## src/rtl/instr_queue.sv

```systemverilog
// instr_queue: circular fetch-to-decode FIFO that tags entries written after an unresolved branch
// as speculative and squashes or promotes them when the branch resolves.
module instr_queue #(
    parameter int DEPTH = 8,
    localparam int PTR_W = $clog2(DEPTH)
) (
    input  logic             clk_i,
    input  logic             reset_ni,
    input  logic             wr_en_i,
    input  logic [31:0]      wr_instr_i,
    input  logic             wr_is_branch_i,
    output logic             full_o,
    input  logic             rd_en_i,
    output logic             rd_valid_o,
    output logic [31:0]      rd_instr_o,
    output logic             rd_spec_o,
    input  logic             cond_eval_i,
    input  logic             corr_pred_i,
    output logic [PTR_W:0]   count_o
);
    localparam int CW = PTR_W + 1;

    logic [31:0]      mem [DEPTH];
    logic [DEPTH-1:0] spec_q, spec_d;
    logic [PTR_W-1:0] wr_ptr, rd_ptr, wr_ptr_d;
    logic [CW-1:0]    count_q, count_d, spec_cnt, spec_cnt_d, squash_n;
    logic             spec_active, spec_active_d;
    logic             resolve, squash, pop, pop_spec, push, wr_spec;

    assign rd_valid_o = count_q != '0;
    assign full_o     = count_q == CW'(DEPTH);
    assign count_o    = count_q;
    assign rd_instr_o = rd_valid_o ? mem[rd_ptr] : '0;
    assign rd_spec_o  = rd_valid_o & spec_q[rd_ptr];

    assign resolve  = cond_eval_i & spec_active;
    assign squash   = resolve & ~corr_pred_i;
    assign pop      = rd_en_i & rd_valid_o;
    assign pop_spec = pop & spec_q[rd_ptr];
    assign push     = wr_en_i & ~full_o & ~squash;
    // Resolution happens before the write, so a same-cycle write sees the resolved state.
    assign wr_spec  = spec_active & ~resolve & ~wr_is_branch_i;
    // Speculative entries still held after a same-cycle pop of a speculative head.
    assign squash_n = squash ? spec_cnt - CW'(pop_spec) : '0;

    always_comb begin
        spec_d = resolve ? '0 : spec_q;
        if (push) spec_d[wr_ptr] = wr_spec;
        wr_ptr_d      = squash ? wr_ptr - squash_n[PTR_W-1:0] : wr_ptr + PTR_W'(push);
        count_d       = count_q - CW'(pop) - squash_n + CW'(push);
        spec_cnt_d    = (resolve ? '0 : spec_cnt - CW'(pop_spec)) + CW'(push & wr_spec);
        spec_active_d = (spec_active & ~resolve) | (push & wr_is_branch_i);
    end

    always_ff @(posedge clk_i or negedge reset_ni) begin
        if (!reset_ni) begin
            wr_ptr      <= '0;
            rd_ptr      <= '0;
            count_q     <= '0;
            spec_cnt    <= '0;
            spec_active <= 1'b0;
            spec_q      <= '0;
        end else begin
            wr_ptr      <= wr_ptr_d;
            rd_ptr      <= rd_ptr + PTR_W'(pop);
            count_q     <= count_d;
            spec_cnt    <= spec_cnt_d;
            spec_active <= spec_active_d;
            spec_q      <= spec_d;
        end
    end

    always_ff @(posedge clk_i) begin
        if (push) mem[wr_ptr] <= wr_instr_i;
    end
endmodule
```

## config.mk

```make
export PLATFORM = sky130hd
export DESIGN_NAME = instr_queue
export DESIGN_NICKNAME = d
export VERILOG_FILES = /design/src/rtl/instr_queue.sv
export SDC_FILE = /design/constraint.sdc
export NUM_CORES = 1
export LEC_CHECK = 0
export CAP_MARGIN = 20
export CORE_MARGIN = 2
export CORE_UTILIZATION = 30
export CTS_BUF_LIST = sky130_fd_sc_hd__clkbuf_16
export CTS_CLUSTER_SIZE = 28
export DETAILED_ROUTE_END_ITERATION = 12
export SLEW_MARGIN = 0
export SYNTH_ARGS = -nofsm -noshare
export SYNTH_HDL_FRONTEND = slang
export SYNTH_SLANG_ARGS = --single-unit
export TNS_END_PERCENT = 100
```

## constraint.sdc

```tcl
create_clock -name clk_i -period 12.1 [get_ports clk_i]
set_input_delay 1.815 -clock clk_i [delete_from_list [all_inputs] [get_ports clk_i]]
set_output_delay 1.815 -clock clk_i [all_outputs]
set_load 0.1 [all_outputs]
```

Word-level counts from Yosys, hierarchy flattened
Memory sizes are Yosys's and may differ from the RTL's.
Index checks and enable logic that the tools add are counted.
{"block": "totals", "reg_bits": 23, "n_memories": 1, "word_cells": 51, "ramBits": 256, "in_bits": 39}
{"memory": "mem", "words": 8, "word_bits": 32, "read_ports": 1, "rd_clocked_by_memory_dff": 0, "wr": 1, "line_no": "23", "rtl": "logic [31:0] mem [DEPTH];"}
{"block": "op_classes", "muxes": 13, "bitwise": 17, "magnitude_cmp": 3, "addsub": 8, "eq_ne": 1, "n_reduce_logical": 2}
{"cell": "two-way mux 32 bit", "n": 1}
{"cell": "two-way mux 8 bit", "n": 2}
{"cell": "bitwise AND 1 bit", "n": 11}
{"cell": "adder 4 x 1 -> 4 bit", "n": 2}
{"cell": "bitwise mux 8 bit", "n": 1}
{"cell": "< comparator 3 x 4 -> 1 bit (second input constant)", "n": 2}
{"cell": "two-way mux 4 bit", "n": 2}
{"cell": "subtractor 4 x 1 -> 4 bit", "n": 2}
{"cell": "adder 3 x 1 -> 3 bit", "n": 2}
{"cell": "NOT 1 bit", "n": 5}
{"cell": "equality test 4 bit (second input constant)", "n": 1}
{"cell": "two-way mux 1 bit", "n": 4}
{"cell": "nonzero test 4 bit", "n": 1}
{"cell": "subtractor 4 bit", "n": 1}
{"cell": "binary-select mux 1 bit (select 3 bit)", "n": 1}
{"cell": "demux 1 bit (select 3 bit)", "n": 1}
{"cell": ">= comparator 3 x 1 -> 1 bit (second input constant)", "n": 1}
{"cell": "two-way mux 3 bit", "n": 1}
{"cell": "subtractor 3 bit", "n": 1}
{"cell": "logical AND 1 bit", "n": 1}
{"cell": "bitwise OR 1 bit", "n": 1}

Logic depth before layout (Yosys ltp)
{"block": "logic_depth", "depth_word": 7, "mapped_depth": 14}

Least setup slack after synthesis
Ideal clock, no wire load.
{"block": "synth_timing", "kind": "input port to flip-flop", "start": "input port cond_eval_i", "end": "register spec_q[1]", "arrival_time_ns": 5.631, "path_slack_ns": 6.184, "stages": 4, "setup_time_ns": 0.285, "required_ns": 11.815, "path_cell_list": "and3b_1 > buf_6 > nor4_1 > mux2i_1"}
{"block": "synth_via", "elab_chain_len": 6}
{"element": "start: declaration", "line_no": "17", "rtl": "input logic cond_eval_i,"}
{"element": "bitwise AND 1 bit *", "line_no": "36", "rtl": "assign resolve = cond_eval_i & spec_active;"}
{"element": "NOT 1 bit", "line_no": "42", "rtl": "assign wr_spec = spec_active & ~resolve & ~wr_is_branch_i;"}
{"element": "bitwise AND 1 bit (2 in series)", "line_no": "42"}
{"element": "bitwise mux 8 bit", "line_no": "48", "rtl": "if (push) spec_d[wr_ptr] = wr_spec;"}
{"element": "two-way mux 8 bit *", "line_no": "48"}
{"element": "net spec_d[1]", "line_no": "24", "rtl": "logic [DEPTH-1:0] spec_q, spec_d;"}
{"element": "end signal: assignment", "line_no": "69", "rtl": "spec_q <= spec_d;"}
{"element": "end: declaration", "line_no": "24"}
Mark *: on every way through the listed nets, which the timed path passes. The rest lies on a longest branch.

Final worst setup path
{"block": "layout_timing", "start": "register rd_ptr[0]", "end": "output port rd_instr_o[22]"}
{"block": "layout_via", "elab_chain_len": 2}
{"element": "start: declaration", "line_no": "25", "rtl": "logic [PTR_W-1:0] wr_ptr, rd_ptr, wr_ptr_d;"}
{"element": "start signal: assignment", "line_no": "65", "rtl": "rd_ptr <= rd_ptr + PTR_W'(pop);"}
{"element": "memory (8 x 32 bit)"}
{"element": "two-way mux 32 bit", "line_no": "33", "rtl": "assign rd_instr_o = rd_valid_o ? mem[rd_ptr] : '0;"}
{"element": "end: declaration", "line_no": "15", "rtl": "output logic [31:0] rd_instr_o,"}
No other way between the ends.

==> impl_metrics.json <==
{
  "synthTopCellsByArea": "edfxtp_1 (70%), mux4_2 (14%), dfrtp_1 (5.2%), a22o_1 (2.6%), ha_1 (1.1%)",
  "outcome": "finished, final reports clean",
  "wl_mm": 21.98,
  "slowest_delay_ps": 980,
  "synthAdderAreaFrac": 0.01869,
  "synth_top_flop_cell": "edfxtp_1",
  "synth-edff-count": 256,
  "num_rows": 70,
  "die_y_um": 195.3,
  "ys_seq_elements": 279,
  "drc": 0,
  "yosys.area_share.xor_xnor": 0.007977,
  "final_layout_size_suffix_gt1_frac": 0.2219,
  "max_freq_mhz": 173.2,
  "routed_via_density": 4.780,
  "antenna_found_initial": 0,
  "skew_ps": 16.43,
  "syn_avg_cell_area_um2": 21.66,
  "relSlewSlack": 0.3077,
  "gp_congestion": 0.7182,
  "grt_pass1_wl_mm": 33.73,
  "synth_top_area_frac": 0.7002,
  "finalCritPeriodShare": 0.4771,
  "nets": 653,
  "cts_root_buf": "clkbuf_16",
  "insertion_delay_ps": 530,
  "synthSimpleGateAreaFrac": 0.02872,
  "yosys-top-cells-count": "edfxtp_1 (256), mux4_2 (66), a22o_1 (33), dfrtp_1 (23), inv_1 (16)",
  "grt_max_degree": 68,
  "finalSetupTns_ps": 0,
  "wl_per_cell_um": 20.17,
  "fill_cells": 3296,
  "syn_nets": 560,
  "grt_pass1_vias": 5634,
  "synth_most_common_cell": "edfxtp_1",
  "clkTransAtPathRegs_ps": 60,
  "slew_viol_final": 0,
  "synthMuxAreaShare": 0.1454,
  "initial_core_util": 0.3021,
  "rsz0062_at_grt": "false",
  "synthArstFlopShare": 0.08244,
  "vias": 5210,
  "cap_violations": 0,
  "path_max_fanout": 47,
  "multi_input_area_um2": 2580,
  "die_w_um": 195.3,
  "syn_inst": 507,
  "worstPathRequired_ps": 10280,
  "cts_tree": "done",
  "synth_compound_area_frac": 0.02952,
  "cp_slowest_cell": "clkdlybuf4s50_1",
  "antenna-diode-count": 0,
  "areaGrowthSynthToFinish_pct": 20.73,
  "synth_area_um2": 10980,
  "holdCritPathClass": "register to register",
  "ant_nets": 0,
  "cts_setup_buffers": 0,
  "crit_chain": "buf_4, mux4_2, a22o_1, clkdlybuf4s50_1",
  "tightest_slew_ps": 1036,
  "hold_viol": 0,
  "core_area_um2": 36350,
  "seq_area_um2": 8270,
  "holdBufCountCts": 0,
  "arrival_ps": 3960,
  "clockBufferDepth": 3,
  "die_area_um2": 38140,
  "synth_area_leader_cell": "edfxtp_1",
  "first_pass_iters": 4,
  "setup_viol": 0,
  "period_needed_ps": 5773,
  "grt-ovfl-total": 0,
  "synth_top_family_by_area": "multiplexers",
  "startpoint_type": "register",
  "ys_warn_count": 0,
  "ys_seq_area_frac": 0.7526,
  "drt-initial-drc-count": 322,
  "grtUsageTotal": 0.1158,
  "hpwlAfterDp_mm": 12.77,
  "htree_levels": 1,
  "cts_resized": 0,
  "cts_made_buffers": 28,
  "crit_path_end_kind": "output port",
  "boundaryPins": 78,
  "numPortBuffers": 77,
  "clock-sinks": 279,
  "worstSetupPathType": "register to output port",
  "synthDistinctLibCells": 39
}
[flip-flops by register name, indices dropped and copies added (netlist names)]
| name | count |
|---|---|
| mem | 256 |
| spec_q | 8 |
| count_o | 4 |
| spec_cnt | 4 |
| rd_ptr | 3 |
| wr_ptr | 3 |
| spec_active | 1 |
[cell usage in the layout (no fill, tap or decap), types with 3 or more instances in the layout]
cell,Yosys,final
edfxtp_1,256,256
clkdlybuf4s50_1,0,77
mux4_2,66,66
a22o_1,33,33
clkbuf_16,0,29
dfrtp_1,23,21
inv_1,16,19
nand2_1,11,11
mux2i_1,11,11
ha_1,10,10
buf_4,2,10
clkinv_2,0,9
xnor2_1,7,7
nand3b_1,4,4
inv_2,1,4
nor2_1,5,4
fa_1,4,4
nand3_1,3,3
nor3b_1,3,3
nor4_2,0,3
xor2_1,3,3
clkinv_4,0,3
[layout make-up]
class,count,share of cell area
flip-flops and latches,279,0.6239
clock buffers,29,0.05475
well taps,468,0.04418
repair buffers,88,0.06466
multi-input cells,186,0.1946
inverters,17,0.004814
clock inverters,23,0.01303
[worst paths after layout]
check                      slack, ps  startpoint              to  depth (start not counted)
setup reg to reg                7780   rd_ptr[1]      count_o[3]                         13
min in group asynchronous       1640    reset_ni      count_o[0]                          2
setup / recovery                6330   rd_ptr[0]  rd_instr_o[22]                          4
max in group asynchronous      10190    reset_ni       rd_ptr[0]                          2
hold / removal                   530   spec_q[0]       spec_q[0]                          2
hold reg to reg                  530   spec_q[0]       spec_q[0]                          2
[cell families after synthesis]
kind of cell	Yosys count
adders and majority gates	14
xor gates and xnor gates	10
and+or+nand+nor	46
DFF	279
buffers and inverters	42
AOI/OAI and AO/OA	39
muxes	77
[layer usage]
layer	GRT usage	vias to the layer above	share of wire
li1	-	2295	-
met2	0.2053	132	0.52
met3	0.02090	33	0.050
met1	0.1485	2750	0.41
met4	0.02516	0	0.019
met5	0	-	0
[per-stage QoR]
step / instance area (um2) / utilization / hold slack (ps) / cells / setup WS [ps]
global route: 13260 / 0.3647 / 554.6 / 1090 / 6060
detailed placement: 12350 / 0.3397 / 521.2 / 1037 / 6752
floorplan: 10980 / - / 495.4 / 507 / 6184
global placement: 12350 / 0.3397 / 509.8 / 1037 / 6751
CTS: 13240 / 0.3644 / 532.8 / 1089 / 6178
finish: 13260 / 0.3647 / 530.8 / 1090 / 6327
[critical path, delay by kind of cell (launching register included)]
family,cells,cell delay (ps)
buffers and inverters,2,1810
DFF,1,690
muxes,1,600
AOI/OAI and AO/OA,1,270
Power is left out: the tool's default activity adds up to more than one toggle a clock period on the data nets, which glitch-free logic cannot reach.
